## src/rtl/muldiv_unit.sv

```systemverilog
// Iterative one-bit-per-cycle multiply/divide unit with HI/LO registers.
// Start/busy/done handshake, direct HI/LO writes and abort support.
module muldiv_unit #(
  parameter int WIDTH = 32
) (
  input  logic             clk,
  input  logic             reset,
  input  logic             start,
  input  logic [1:0]       op,
  input  logic [WIDTH-1:0] src_a,
  input  logic [WIDTH-1:0] src_b,
  input  logic             abort,
  input  logic             hi_we,
  input  logic             lo_we,
  input  logic [WIDTH-1:0] wdata,
  output logic             busy,
  output logic             done,
  output logic             div_zero,
  output logic [WIDTH-1:0] hi,
  output logic [WIDTH-1:0] lo
);

  localparam int CW = $clog2(WIDTH + 1);
  localparam logic [CW-1:0] LAST = CW'(WIDTH - 1);

  typedef enum logic [1:0] {
    IDLE  = 2'd0,
    RUN   = 2'd1,
    FIXUP = 2'd2
  } state_t;

  state_t           state_q, state_d;
  logic [CW-1:0]    cnt_q, cnt_d;
  logic             is_div_q, is_div_d;
  logic             neg_q_q, neg_q_d;
  logic             neg_r_q, neg_r_d;
  logic             dz_q, dz_d;
  logic [WIDTH-1:0] mcand_q, mcand_d;
  logic [WIDTH-1:0] acc_hi_q, acc_hi_d;
  logic [WIDTH-1:0] acc_lo_q, acc_lo_d;
  logic [WIDTH-1:0] hi_q, hi_d;
  logic [WIDTH-1:0] lo_q, lo_d;
  logic             done_q, done_d;
  logic             div_zero_q, div_zero_d;

  logic             accept;
  logic [WIDTH-1:0] mag_a, mag_b;
  logic [WIDTH:0]   sum;
  logic [WIDTH:0]   rsh;
  logic [WIDTH-1:0] diff;
  logic             ge;
  logic [2*WIDTH-1:0] prod, prod_f;
  logic [WIDTH-1:0] quo_f, rem_f;

  always_comb begin
    accept = (state_q == IDLE) && start && !abort;
    mag_a  = (op[0] && src_a[WIDTH-1]) ? -src_a : src_a;
    mag_b  = (op[0] && src_b[WIDTH-1]) ? -src_b : src_b;
    sum    = {1'b0, acc_hi_q} + (acc_lo_q[0] ? {1'b0, mcand_q} : '0);
    // remainder stays below the divisor, so a WIDTH-bit difference is exact
    rsh    = {acc_hi_q, acc_lo_q[WIDTH-1]};
    ge     = rsh >= {1'b0, mcand_q};
    diff   = rsh[WIDTH-1:0] - mcand_q;
    prod   = {acc_hi_q, acc_lo_q};
    prod_f = neg_q_q ? -prod : prod;
    quo_f  = neg_q_q ? -acc_lo_q : acc_lo_q;
    rem_f  = neg_r_q ? -acc_hi_q : acc_hi_q;
  end

  always_comb begin
    state_d    = state_q;
    cnt_d      = cnt_q;
    is_div_d   = is_div_q;
    neg_q_d    = neg_q_q;
    neg_r_d    = neg_r_q;
    dz_d       = dz_q;
    mcand_d    = mcand_q;
    acc_hi_d   = acc_hi_q;
    acc_lo_d   = acc_lo_q;
    hi_d       = hi_q;
    lo_d       = lo_q;
    done_d     = 1'b0;
    div_zero_d = div_zero_q;
    unique case (state_q)
      IDLE: begin
        if (hi_we) hi_d = wdata;
        if (lo_we) lo_d = wdata;
        if (accept) begin
          state_d    = RUN;
          cnt_d      = '0;
          is_div_d   = op[1];
          neg_q_d    = op[0] & (src_a[WIDTH-1] ^ src_b[WIDTH-1]);
          neg_r_d    = op[0] & src_a[WIDTH-1];
          dz_d       = op[1] & (src_b == '0);
          mcand_d    = mag_b;
          acc_hi_d   = '0;
          acc_lo_d   = mag_a;
          div_zero_d = 1'b0;
        end
      end
      RUN: begin
        if (abort) begin
          state_d = IDLE;
        end else begin
          if (is_div_q) begin
            acc_hi_d = ge ? diff : rsh[WIDTH-1:0];
            acc_lo_d = {acc_lo_q[WIDTH-2:0], ge};
          end else begin
            acc_hi_d = sum[WIDTH:1];
            acc_lo_d = {sum[0], acc_lo_q[WIDTH-1:1]};
          end
          cnt_d = cnt_q + CW'(1);
          if (cnt_q == LAST) state_d = FIXUP;
        end
      end
      FIXUP: begin
        state_d = IDLE;
        if (!abort) begin
          done_d     = 1'b1;
          div_zero_d = dz_q;
          if (!is_div_q) begin
            hi_d = prod_f[2*WIDTH-1:WIDTH];
            lo_d = prod_f[WIDTH-1:0];
          end else begin
            // divide by zero: remainder fix-up restores the original dividend
            hi_d = rem_f;
            lo_d = dz_q ? '1 : quo_f;
          end
        end
      end
      default: state_d = IDLE;
    endcase
  end

  always_ff @(posedge clk or negedge reset) begin
    if (!reset) begin
      state_q    <= IDLE;
      cnt_q      <= '0;
      is_div_q   <= 1'b0;
      neg_q_q    <= 1'b0;
      neg_r_q    <= 1'b0;
      dz_q       <= 1'b0;
      mcand_q    <= '0;
      acc_hi_q   <= '0;
      acc_lo_q   <= '0;
      hi_q       <= '0;
      lo_q       <= '0;
      done_q     <= 1'b0;
      div_zero_q <= 1'b0;
    end else begin
      state_q    <= state_d;
      cnt_q      <= cnt_d;
      is_div_q   <= is_div_d;
      neg_q_q    <= neg_q_d;
      neg_r_q    <= neg_r_d;
      dz_q       <= dz_d;
      mcand_q    <= mcand_d;
      acc_hi_q   <= acc_hi_d;
      acc_lo_q   <= acc_lo_d;
      hi_q       <= hi_d;
      lo_q       <= lo_d;
      done_q     <= done_d;
      div_zero_q <= div_zero_d;
    end
  end

  assign busy     = (state_q != IDLE);
  assign done     = done_q;
  assign div_zero = div_zero_q;
  assign hi       = hi_q;
  assign lo       = lo_q;

endmodule

```

## config.mk

```make
export PLATFORM = sky130hd
export DESIGN_NAME = muldiv_unit
export DESIGN_NICKNAME = d
export VERILOG_FILES = /design/src/rtl/muldiv_unit.sv
export SDC_FILE = /design/constraint.sdc
export NUM_CORES = 1
export LEC_CHECK = 0
export ABC_AREA = 0
export CAP_MARGIN = 10
export CELL_PAD_IN_SITES_DETAIL_PLACEMENT = 0
export CELL_PAD_IN_SITES_GLOBAL_PLACEMENT = 2
export CORE_MARGIN = 3
export CORE_UTILIZATION = 30
export DETAILED_ROUTE_END_ITERATION = 6
export HOLD_SLACK_MARGIN = 0.15
export PLACE_DENSITY_LB_ADDON = 0.1
export REMOVE_ABC_BUFFERS = 1
export SETUP_SLACK_MARGIN = 0.05
export SLEW_MARGIN = 25
export SYNTH_ARGS = -nofsm -noshare
export SYNTH_HDL_FRONTEND = slang
export SYNTH_SLANG_ARGS = --single-unit
```

## constraint.sdc

```tcl
create_clock -name clk -period 4.8 [get_ports clk]
set_clock_uncertainty 0.1 [all_clocks]
set_input_delay 0.96 -clock clk [delete_from_list [all_inputs] [get_ports clk]]
set_output_delay 0.96 -clock clk [all_outputs]
set_load 0.01 [all_outputs]
```

==> results of run 1 <==
worst min-delay path, cell delays in order (launching register included):
cell     delay, ns
dfrtp_1       0.35
nand2_1       0.04
o21ai_0       0.06
worst paths after layout:
path                             startpoint      endpoint  slack, ns  depth (start not counted)
worst max-delay path               src_b[6]   mcand_q[30]       0.97                         11
worst min-delay path                  lo[0]         lo[0]       0.38                          2
worst max register to register  acc_hi_q[7]  acc_hi_q[10]       0.99                         10
worst min register to register        lo[0]         lo[0]       0.38                          2
max in group asynchronous             reset        lo[15]       3.31                          2
min in group asynchronous             reset    mcand_q[9]       0.40                          1
layer usage:
metal  wire length, µm  track usage [%]  vias up  part of all wire [%]
li1                  -                -     7001                     -
met1             28200             32.6     7014                    49
met2             25800             35.0      323                    45
met3              2390             3.44       38                   4.2
met4               872             5.62        0                   1.5
met5                 0                0        -                     0
state kept, by name (all words and copies together), names as in the netlist:
name,cells
neg_r_q,1
is_div_q,1
mcand_q,32
lo,32
acc_hi_q,32
cnt_q,6
acc_lo_q,32
hi,32
state_q,2
neg_q_q,1
dz_q,1
div_zero,1
done,1
report_power, final:
group | leakage [nW] | total, mW | switching [mW] | internal [mW]
clock | 0.284 | 1.43 | 0.738 | 0.696
combinational | 4.99 | 5.90 | 3.52 | 2.38
sequential | 2.16 | 2.47 | 0.654 | 1.81
cell usage in the layout, fill, tap and decap left out, types with 5 or more instances in the layout:
cell type,netlist,layout
nand2_1,254,254
o21ai_0,228,228
dfrtp_1,174,173
clkdlybuf4s50_1,0,169
nor2_1,148,145
a21oi_1,146,144
xnor2_1,101,101
xor2_1,74,74
ha_1,69,69
inv_1,62,62
mux2i_1,49,49
nand3_1,38,38
buf_4,0,38
or3_1,36,36
a21o_1,36,36
o22ai_1,31,31
nor3_1,25,25
o31ai_1,24,24
nor4_1,20,20
nand4_1,19,19
o211ai_1,19,19
clkbuf_16,0,17
a22oi_1,16,16
nand2b_1,15,15
a31oi_1,14,14
and3_1,12,12
or4_1,11,11
or2_2,11,11
a211oi_1,11,11
o41ai_1,9,9
and2_1,8,8
a221o_1,7,7
nor2b_1,9,7
a221oi_1,6,6
nor3b_1,6,5
clkinv_4,0,5
cell type report:
type / instances / area [µm²] / area share [%]
well taps: 615 / 769 / 4.37
repair buffers: 210 / 2030 / 11.5
clock inverters: 14 / 130 / 0.739
clock buffers: 18 / 439 / 2.49
inverters: 62 / 233 / 1.32
multi-input cells: 1536 / 9650 / 54.8
flip-flops and latches: 174 / 4360 / 24.7
through the flow:
stage                     total power [mW]  instance area [µm²]  hold slack, ns
after floorplan                       6.21                14200           0.350
after global placement                8.39                17000           0.363
after detailed placement              8.37                17000           0.365
after CTS                             9.86                17600           0.383
after global routing                  10.6                17600           0.412
final                                 9.80                17600           0.380
cell families (layout without fill, tap and decap cells):
kind of cell             after synthesis  in the layout
buffers and inverters                180            304
AND/OR/NAND/NOR                      634            634
XOR/XNOR                             175            175
adder cells (fa/ha/maj)               71             71
multiplexers                          50             50
AO/OA/AOI/OAI                        606            606
flip-flops                           174            174
==> results.json, run 1 <==
{
  "clock-sinks": 174,
  "route.vias.total": 14400,
  "leakagePower_nw": 7.43,
  "synth-compound-area-share_pct": 25.1,
  "rsz0062_at_grt": "false",
  "finalSetupViolCount": 0,
  "cp_slowest_cell": "or4_1",
  "slowest_delay_ns": 0.60,
  "synth_top_area_cell": "dfrtp_1",
  "tightest_slew_ns": 0.996,
  "cts_setup_buffers": 0,
  "area_growth_pct": 20.3,
  "crit_fanout": 5,
  "fp.dieArea_um2": 51500,
  "die_h_um": 227,
  "io_pins": 171,
  "hpwl_um": 43800,
  "cp-start-kind": "input pin",
  "row_count": 80,
  "synth-async-reset-ratio_pct": 100,
  "clk_pin_slew_ns": 0.07,
  "pre_cts_slack_ns": 0.460,
  "drtIter0Drc": 915,
  "routed_wl_um": 57200,
  "antenna_found_initial": 0,
  "finalHoldViolations": 0,
  "clkLatencyLatePin_ns": 0.51,
  "initial_core_util_pct": 30.5,
  "synth_area_um2": 14600,
  "synthSimpleGateAreaFrac_pct": 20.3,
  "grt_pass1_vias": 14200,
  "cts_buffers": 17,
  "track_usage_pct": 22.5,
  "fin_crit_ns": 3.83,
  "drive_gt1_share_pct": 5.81,
  "post_drt_wl_per_cell_um": 21.8,
  "yosys_warnings": 0,
  "synth_ff_type": "dfrtp_1",
  "relSlewSlack_pct": 33.6,
  "critPathCaptureType": "flip-flop",
  "drtAntennaViolNets": 0,
  "netlist_top_cells_area": "dfrtp_1 (30%), o21ai_0 (7.8%), nand2_1 (6.5%), xnor2_1 (6.0%), ha_1 (5.9%)",
  "grt_max_degree": 83,
  "place_congestion": 0.871,
  "grt_overflow": 0,
  "min_period_over_period_pct": 79.9,
  "worstHoldPathType": "reg2reg",
  "diodes": 0,
  "fillers": 5048,
  "power_density_nw_per_um2": 557,
  "critPathArrivalTime_ns": 4.08,
  "peakVddDrop_v": 0.000261,
  "ys_seq_area_share_pct": 29.7,
  "utilization_pct": 36.7,
  "synth_most_common_cell": "nand2_1",
  "status": "finished, final reports clean",
  "ys_top_cells_by_count": "nand2_1 (254), o21ai_0 (228), dfrtp_1 (174), nor2_1 (148), a21oi_1 (146)",
  "cts_buffer_depth": 2,
  "synth_top_family_by_area": "compound AO/OA/AOI/OAI gates",
  "grt_first_pass_wirelength_um": 88100,
  "setup_slack_ns": 0.966,
  "fmax_mhz": 261,
  "worstSetupPathType": "in2reg",
  "synthXorXnorAreaFrac_pct": 10.5,
  "slew_viol_final": 0,
  "synth.top_cell.area_share_pct": 29.7,
  "netlist_instances": 1890,
  "critical_path_required_ns": 5.05,
  "yosysUniqueCellTypes": 80,
  "post_cts_resize_count": 0,
  "synth_fa_ha_area_share_pct": 6.17,
  "core_um2": 47900,
  "cts_root_buf": "clkbuf_16",
  "port_buffers": 170,
  "yosys_register_bits": 174,
  "path_delay_family": "simple AND/OR/NAND/NOR gates",
  "drc_errors": 0,
  "cp_num_buf_inv": 2,
  "die_w_um": 227,
  "ctsHoldBuffers": 0,
  "placed_cells": 2597,
  "syn_area_per_cell_um2": 7.75,
  "synthMuxAreaShare_pct": 3.43,
  "cap_violations": 0,
  "tritoncts": "yes",
  "fin_setup_tns_ns": 0,
  "htreeDepth": 4,
  "path_cells": "clkdlybuf4s50_1 -> or4_1 -> nor4b_2 -> buf_4 -> nand2_1 -> nor3_2 -> nand3b_1 -> or3_4 -> o41ai_2 -> xor2_1 -> o21ai_0",
  "synth_edf_count": 0,
  "instances_no_fill": 2629,
  "nets": 2176,
  "via_per_inst": 5.47,
  "drt_pass1_iterations": 5
}
Note: power is estimated with default switching activity, not from simulation.
==> run 2: changes to the inputs <==
==> constraint.sdc (replaced) <==
create_clock -name clk -period 3.23 [get_ports clk]
set_clock_uncertainty 0.1 [all_clocks]
set_input_delay 0.646 -clock clk [delete_from_list [all_inputs] [get_ports clk]]
set_output_delay 0.646 -clock clk [all_outputs]
set_load 0.01 [all_outputs]
==> run 2 against run 1 <==
Net effect: clock power rose by 61%; final area up 19%; first-iteration DRC count increased by 11%; total power grew 84%; via count rose by 8.5%; critical endpoint is now hi[10]; highest routed layer unchanged.
==> results.json, run 2 (synthesis results as in run 1) <==
{
  "drtIter0Drc": 1015,
  "grt_pass1_vias": 15400,
  "setup_slack_ns": 0.0410,
  "fmax_mhz": 314,
  "tritoncts": "yes",
  "pre_cts_slack_ns": -0.658,
  "drt_pass1_iterations": 5,
  "use_met2_pct": 37.2,
  "clk_pin_slew_ns": 0.08,
  "routed_wl_um": 61600,
  "cts_buffer_depth": 2,
  "min_path_cells": 2,
  "use_met1_pct": 34.5,
  "drtAntennaViolNets": 0,
  "drc_errors": 0,
  "r2r_start": "acc_lo_q[11]",
  "final_cell_mix": "buf_4 (314), nand2_1 (251), o21ai_0 (207), dfrtp_1 (172), clkdlybuf4s50_1 (161)",
  "place_congestion": 0.881,
  "met3_usage_pct": 4.08,
  "row_count": 80,
  "post_drt_wl_per_cell_um": 21.1,
  "slowest_delay_ns": 0.46,
  "placed_cells": 2866,
  "instances_no_fill": 2927,
  "via_per_inst": 5.33,
  "r2r_setup_slack_ns": 0.04,
  "diodes": 0,
  "fp.dieArea_um2": 51500,
  "clkLatencyLatePin_ns": 0.51,
  "antenna_found_initial": 0,
  "rr_endpoint": "hi[10]",
  "cts_root_buf": "clkbuf_16",
  "fillers": 4873,
  "totalPowerFinal_mw": 18.1,
  "area_growth_pct": 42.8,
  "slew_viol_final": 0,
  "port_buffers": 170,
  "relSlewSlack_pct": 49.4,
  "cp_num_buf_inv": 3,
  "path_delay_family": "simple AND/OR/NAND/NOR gates",
  "route.vias.total": 15600,
  "hp-start": "lo[2]",
  "cp_slowest_cell": "or4_4",
  "critical_path_required_ns": 3.51,
  "htreeDepth": 4,
  "crit_fanout": 3,
  "drive_gt1_share_pct": 23.6,
  "holdPathEnd": "lo[2]",
  "worstHoldPathType": "reg2reg",
  "clock-sinks": 174,
  "die_w_um": 227,
  "hpwl_um": 47400,
  "final-seq-area_um2": 4360,
  "critPathArrivalTime_ns": 3.47,
  "grt_overflow": 0,
  "finalHoldViolations": 0,
  "io_pins": 171,
  "worstSetupPathType": "reg2reg",
  "status": "finished, final reports clean",
  "core_um2": 47900,
  "grt_max_degree": 73,
  "nets": 2474,
  "utilization_pct": 43.6,
  "mostFrequentLayoutCell": "buf_4",
  "die_h_um": 227,
  "leakagePower_nw": 9.13,
  "finalSetupViolCount": 0,
  "path_cells": "or2_1 -> or4_4 -> buf_4 -> buf_4 -> or3_4 -> o21ai_4 -> and3_4 -> a31oi_2 -> o31ai_2 -> xor2_1 -> buf_4 -> a21oi_1",
  "fin_crit_ns": 3.19,
  "path_common_cell": "buf_4",
  "r2r_cells": 12,
  "tightest_slew_ns": 0.759,
  "track_usage_pct": 23.8,
  "multi_input_area_um2": 10500,
  "power_density_nw_per_um2": 864,
  "cts_buffers": 17,
  "critPathCaptureType": "flip-flop",
  "min_period_over_period_pct": 98.7,
  "grt_busiest_layer": "met2",
  "grt_first_pass_wirelength_um": 93200,
  "peakVddDrop_v": 0.000361,
  "rsz0062_at_grt": "true",
  "cap_violations": 0,
  "cp-start-kind": "flip-flop",
  "initial_core_util_pct": 30.5
}
-- run 2: cell types whose count changed in the layout (fill, tap and decap cells not counted), sizes merged, moves of 3 or more --
cell | previous run | this run
dlygate4sd2 | 0 | 4
buf | 40 | 335
clkdlybuf4s50 | 169 | 161
clkinvlp | 0 | 3
clkinv | 8 | 2
clkbuf | 19 | 23
-- run 2: metal layers --
metal,vias to the layer above,part of all wire [%]
li1,7602,-
met1,7575,49
met2,378,45
met3,45,4.4
met4,0,1.3
met5,-,0
-- run 2: how the worst max path moves through the flow --
stage	start	endpoint	slack, ns	cells after the start
global route	acc_lo_q[10]	hi[21]	-0.06	12
detailed placement	src_b[6]	mcand_q[30]	-0.66	12
CTS	acc_lo_q[0]	acc_hi_q[19]	0.01	15
finish	acc_lo_q[11]	hi[10]	0.04	12
global placement	src_b[6]	mcand_q[30]	-0.61	12
floorplan	acc_hi_q[22]	acc_hi_q[22]	-1.61	10
-- run 2: per-stage QoR --
| stage | hold WS (ns) | setup TNS (ns) | instance area (µm²) |
|---|---|---|---|
| after floorplan | 0.250 | -112.81 | 14200 |
| after global placement | 0.364 | -10.50 | 19200 |
| after detailed placement | 0.372 | -11.32 | 19200 |
| after CTS | 0.391 | 0 | 20000 |
| after global routing | 0.407 | -0.243 | 20900 |
| final | 0.380 | 0 | 20900 |
-- run 2: timing repair --
item                                    in CTS  in global routing
hold buffers                                 1                  0
resized for setup                           59                156
gates cloned                                 1                  1
buffers inserted                             7                 20
hold endpoints to repair                    68                  0
pin swaps                                   33                 71
endpoints found under the setup margin      48                 66
-- run 2: worst min-delay path: stages (launching register included) --
cell,delay [ns]
dfrtp_1,0.35
nand2_1,0.04
o21ai_0,0.06
-- run 2: area by class of cell --
cell class              count  area share (%)
clock buffers              18            2.05
clock inverters            14           0.826
inverters                  62            1.11
multi-input cells        1536            50.2
flip-flops and latches    174            20.8
well taps                 615            3.68
repair buffers            508            21.3
-- run 2: power by group --
part | leakage, nW | total (mW) | internal, mW | switching, mW
clock network | 0.286 | 2.30 | 1.17 | 1.13
logic | 6.69 | 12.6 | 5.78 | 6.80
registers | 2.15 | 3.18 | 2.71 | 0.472
